$ cat src/rtl/cache_refill.sv
// Block-refill engine for the direct-mapped data cache. It fetches a
// 2**BLOCK_SIZE-word block critical word first, wraps around the block, and forwards the critical word early.
module cache_refill #(
    parameter int DATA_WIDTH    = 32,
    parameter int ADDRESS_WIDTH = 30,
    parameter int BLOCK_SIZE    = 3,
    localparam int JUST_DATA    = DATA_WIDTH * (2 ** BLOCK_SIZE)
) (
    input  logic                     clk,
    input  logic                     rst_n,
    input  logic                     req_valid,
    output logic                     req_ready,
    input  logic [ADDRESS_WIDTH-1:0] req_address,
    output logic                     mem_rd_en,
    output logic [ADDRESS_WIDTH-1:0] mem_addr,
    input  logic [DATA_WIDTH-1:0]    mem_rdata,
    input  logic                     mem_rvalid,
    output logic                     crit_valid,
    output logic [DATA_WIDTH-1:0]    crit_data,
    output logic                     blk_valid,
    output logic [JUST_DATA-1:0]     blk_data,
    output logic [ADDRESS_WIDTH-1:0] blk_address,
    output logic                     busy
);

    localparam int WORDS = 2 ** BLOCK_SIZE;

    localparam logic [1:0] IDLE  = 2'd0;
    localparam logic [1:0] ISSUE = 2'd1;
    localparam logic [1:0] WAIT  = 2'd2;
    localparam logic [1:0] DONE  = 2'd3;

    logic [1:0]               state;
    logic [ADDRESS_WIDTH-1:0] base;
    logic [BLOCK_SIZE-1:0]    start;
    logic [BLOCK_SIZE:0]      beat;
    logic [BLOCK_SIZE-1:0]    offset;
    logic                     last_beat;

    // Offset arithmetic is BLOCK_SIZE bits wide, so it wraps within the block.
    assign offset    = start + beat[BLOCK_SIZE-1:0];
    assign last_beat = (beat == (BLOCK_SIZE+1)'(WORDS - 1));

    assign req_ready   = (state == IDLE);
    assign busy        = (state != IDLE);
    assign mem_rd_en   = (state == ISSUE);
    assign blk_valid   = (state == DONE);
    assign blk_address = base;

    always_comb begin
        mem_addr = '0;
        if (state == ISSUE) begin
            mem_addr = {base[ADDRESS_WIDTH-1:BLOCK_SIZE], offset};
        end
    end

    always_ff @(posedge clk or negedge rst_n) begin
        if (!rst_n) begin
            state      <= IDLE;
            base       <= '0;
            start      <= '0;
            beat       <= '0;
            crit_valid <= 1'b0;
            crit_data  <= '0;
            blk_data   <= '0;
        end else begin
            crit_valid <= 1'b0;
            case (state)
                IDLE: begin
                    if (req_valid) begin
                        base  <= {req_address[ADDRESS_WIDTH-1:BLOCK_SIZE], {BLOCK_SIZE{1'b0}}};
                        start <= req_address[BLOCK_SIZE-1:0];
                        beat  <= '0;
                        state <= ISSUE;
                    end
                end
                ISSUE: state <= WAIT;
                WAIT: begin
                    if (mem_rvalid) begin
                        for (int unsigned k = 0; k < WORDS; k++) begin
                            if (offset == BLOCK_SIZE'(k)) begin
                                blk_data[k*DATA_WIDTH +: DATA_WIDTH] <= mem_rdata;
                            end
                        end
                        if (beat == '0) begin
                            crit_valid <= 1'b1;
                            crit_data  <= mem_rdata;
                        end
                        if (last_beat) begin
                            state <= DONE;
                        end else begin
                            beat  <= beat + 1'b1;
                            state <= ISSUE;
                        end
                    end
                end
                DONE:    state <= IDLE;
                default: state <= IDLE;
            endcase
        end
    end

endmodule

$ cat config.mk
export PLATFORM = sky130hd
export DESIGN_NAME = cache_refill
export DESIGN_NICKNAME = d
export VERILOG_FILES = /design/src/rtl/cache_refill.sv
export SDC_FILE = /design/constraint.sdc
export NUM_CORES = 1
export LEC_CHECK = 0
export CAP_MARGIN = 10
export CORE_ASPECT_RATIO = 0.7
export CORE_MARGIN = 4
export CORE_UTILIZATION = 40
export CTS_CLUSTER_DIAMETER = 100
export DETAILED_ROUTE_END_ITERATION = 8
export MAX_ROUTING_LAYER = met4
export PLACE_DENSITY = 0.71
export SLEW_MARGIN = 20
export SYNTH_ARGS = -nofsm -noshare
export SYNTH_HDL_FRONTEND = slang
export SYNTH_SLANG_ARGS = --single-unit
$ cat constraint.sdc
create_clock -name clk -period 7 [get_ports clk]
set_clock_uncertainty 0.1 [all_clocks]
set_input_delay 1.75 -clock clk [delete_from_list [all_inputs] [get_ports clk]]
set_output_delay 1.75 -clock clk [all_outputs]
set_load 0.05 [all_outputs]
==> results.yml <==
status:
  outcome: "finished clean"
global_route:
  grt_pass1_vias: 8713
  grt_first_pass_wirelength_um: 54600
  overflow: 0
  antenna_found_initial: 0
  grt_max_degree: 142
  track_usage_pct: 21.3
clock_network:
  tritoncts: "yes"
  path_clk_slew_ps: 60
  cts_sinks: 325
  cts_buffer_depth: 3
  clkLatencyLatePin_ps: 490
  cts-root-buf: "clkbuf_16"
  cts_resized: 0
  cts_buffers: 34
  post-cts-setup-buffer-count: 0
  h-tree-depth: 2
  ctsHoldBuffers: 0
die:
  dieHeight_um: 157
  pin_count: 419
  die_area_um2: 34600
  start_util_pct: 40.6
  core_um2: 31200
  die_w_um: 221
  rows: 54
synthesis:
  ys_warn_count: 0
  yosys.area_share.xor_xnor_pct: 0.385
  yosys.area_share.simple_pct: 3.30
  synth_edf_count: 0
  yosys.cell_types.count: 36
  syn_avg_cell_area_um2: 16.5
  synth_cells: 768
  synth_top_family_by_area: "multiplexers"
  synth.area.top_cells: "dfrtp_1 64%, mux2_2 28%, and2_1 1.4%"
  synth_top_area_share_pct: 64.2
  synthesis.area_um2: 12700
  netlist.top_cell.by_area: "dfrtp_1"
  yosysSeqAreaShare_pct: 64.2
  synth_compound_area_share_pct: 0.425
  synth_seq_cells: 325
  muxShareOfSynthArea_pct: 28.4
  async_flop_share_pct: 100
  synth_ff_type: "dfrtp_1"
  synthAdderAreaFrac_pct: 0.454
timing:
  period_needed_ps: 4760
  period_share_pct: 68.0
  setup_violations: 0
  slew_violations: 0
  finalHoldViolCount: 0
  fmax_ghz: 0.210
  rsz0062_at_grt: "no"
  worst_pin_slew_ps: 1010
  setup_tns_ps: 0
  max_slew_margin_pct: 32.3
finish:
  drive_above_1_share_pct: 31.6
  nets: 1261
  fin_util_pct: 58.4
  areaGrowthSynthToFinish_pct: 44.0
  stdcell_count: 1633
  final_common_cell: "clkdlybuf4s50_1"
  final_cell_area_um2: 18200
  final_cell_mix: "414 x clkdlybuf4s50_1, 325 x dfrtp_1, 310 x mux2_2"
  antenna_cells: 0
worst_setup_path:
  worst-path-buf-inv: 2
  slowest_stage: "clkdlybuf4s50_1"
  cp.depth: 4
  critical_path.startpoint: "state[0]"
  worst-path-max-fanout: 30
  path_class: "reg -> out"
  crit_end: "mem_addr[0]"
  crit_required_ps: 5150
  ff2ff_setup_slack_ps: 3700
  cp-end-kind: "output pin"
  r2r-start: "beat[0]"
  r2r-end: "blk_data[121]"
  slowest_delay_ps: 830
  start_kind: "register"
  crit_family: "buffers and inverters"
  arrival_ps: 2910
  reg2reg_depth: 6
  cp_cell_sequence: "nand2b_1 > inv_1 > and2_1 > clkdlybuf4s50_1"
placement:
  dp_hpwl_um: 24800
  portBuffers: 415
  postPlaceCellArea_um2: 17200
  placedCellCount: 1575
  place.gp.congestion: 0.734
job:
  maxCapViolCount: 0
route:
  finalWirelength_um: 36200
  drtIter0Drc: 368
  vias: 8081
  wire_per_inst_um: 22.1
  avgViaCountPerCell: 4.95
  ant_nets: 0
  firstDrtPassIters: 6
  drc: 0
hold_path:
  holdPathStages: 1
  min_path_type: "reg -> reg"
[state kept, by name, summed over array words and instances, names as in the netlist]
register and count:
blk_data 256, crit_data 32, blk_address 27, beat 4, start 3, state 2
crit_valid 1
[area by class of cell]
| type | instances | area, um2 |
|---|---|---|
| clock buffers | 51 | 1010 |
| clock inverters | 7 | 68.8 |
| fillers | 2537 | 13000 |
| inverters | 8 | 30.0 |
| multi-input cells | 396 | 4220 |
| flip-flops and latches | 325 | 8130 |
| well taps | 420 | 526 |
| repair buffers | 426 | 4250 |
[per-layer routing]
metal | vias up | global-route usage (%) | share of wire, %
li1 | 3563 | - | -
met4 | 0 | 3.95 | 1.5
met5 | - | - | 0
met1 | 4208 | 28.7 | 45
met2 | 265 | 32.2 | 46
met3 | 45 | 6.99 | 8.3
[through the flow]
stage	hold slack [ps]	setup WS (ps)
floorplan	387	3180
global placement	368	2420
detailed placement	378	2350
CTS	393	2170
global route	406	1980
finish	386	2240
[synthesized netlist by cell type, types with 3 or more instances]
master	instances
dfrtp_1	325
mux2_2	310
and2_1	29
buf_4	15
buf_6	13
buf_2	9
inv_1	8
mux2_1	8
nor2_1	5
clkbuf_1	4
nand3_1	4
nor3_4	4
ha_1	3
nand4b_1	3
nor2b_1	3
[how the worst min path moves through the flow]
stage | start | to | slack, ps
floorplan | start[0] | start[0] | 390
global placement | blk_data[148] | blk_data[148] | 370
detailed placement | blk_data[199] | blk_data[199] | 380
CTS | blk_data[199] | blk_data[199] | 390
global route | blk_data[199] | blk_data[199] | 410
finish | blk_data[199] | blk_data[199] | 390
[cells by family after synthesis]
| logic type | after synthesis |
|---|---|
| DFF | 325 |
| muxes | 320 |
| and+or+nand+nor | 59 |
| buffers and inverters | 49 |
| AOI/OAI and AO/OA | 8 |
| adders and majority gates | 4 |
| xor gates and xnor gates | 2 |
| other | 1 |
Power is left out: the tool's default activity adds up to more than one toggle a clock period on the data nets, which glitch-free logic cannot reach.
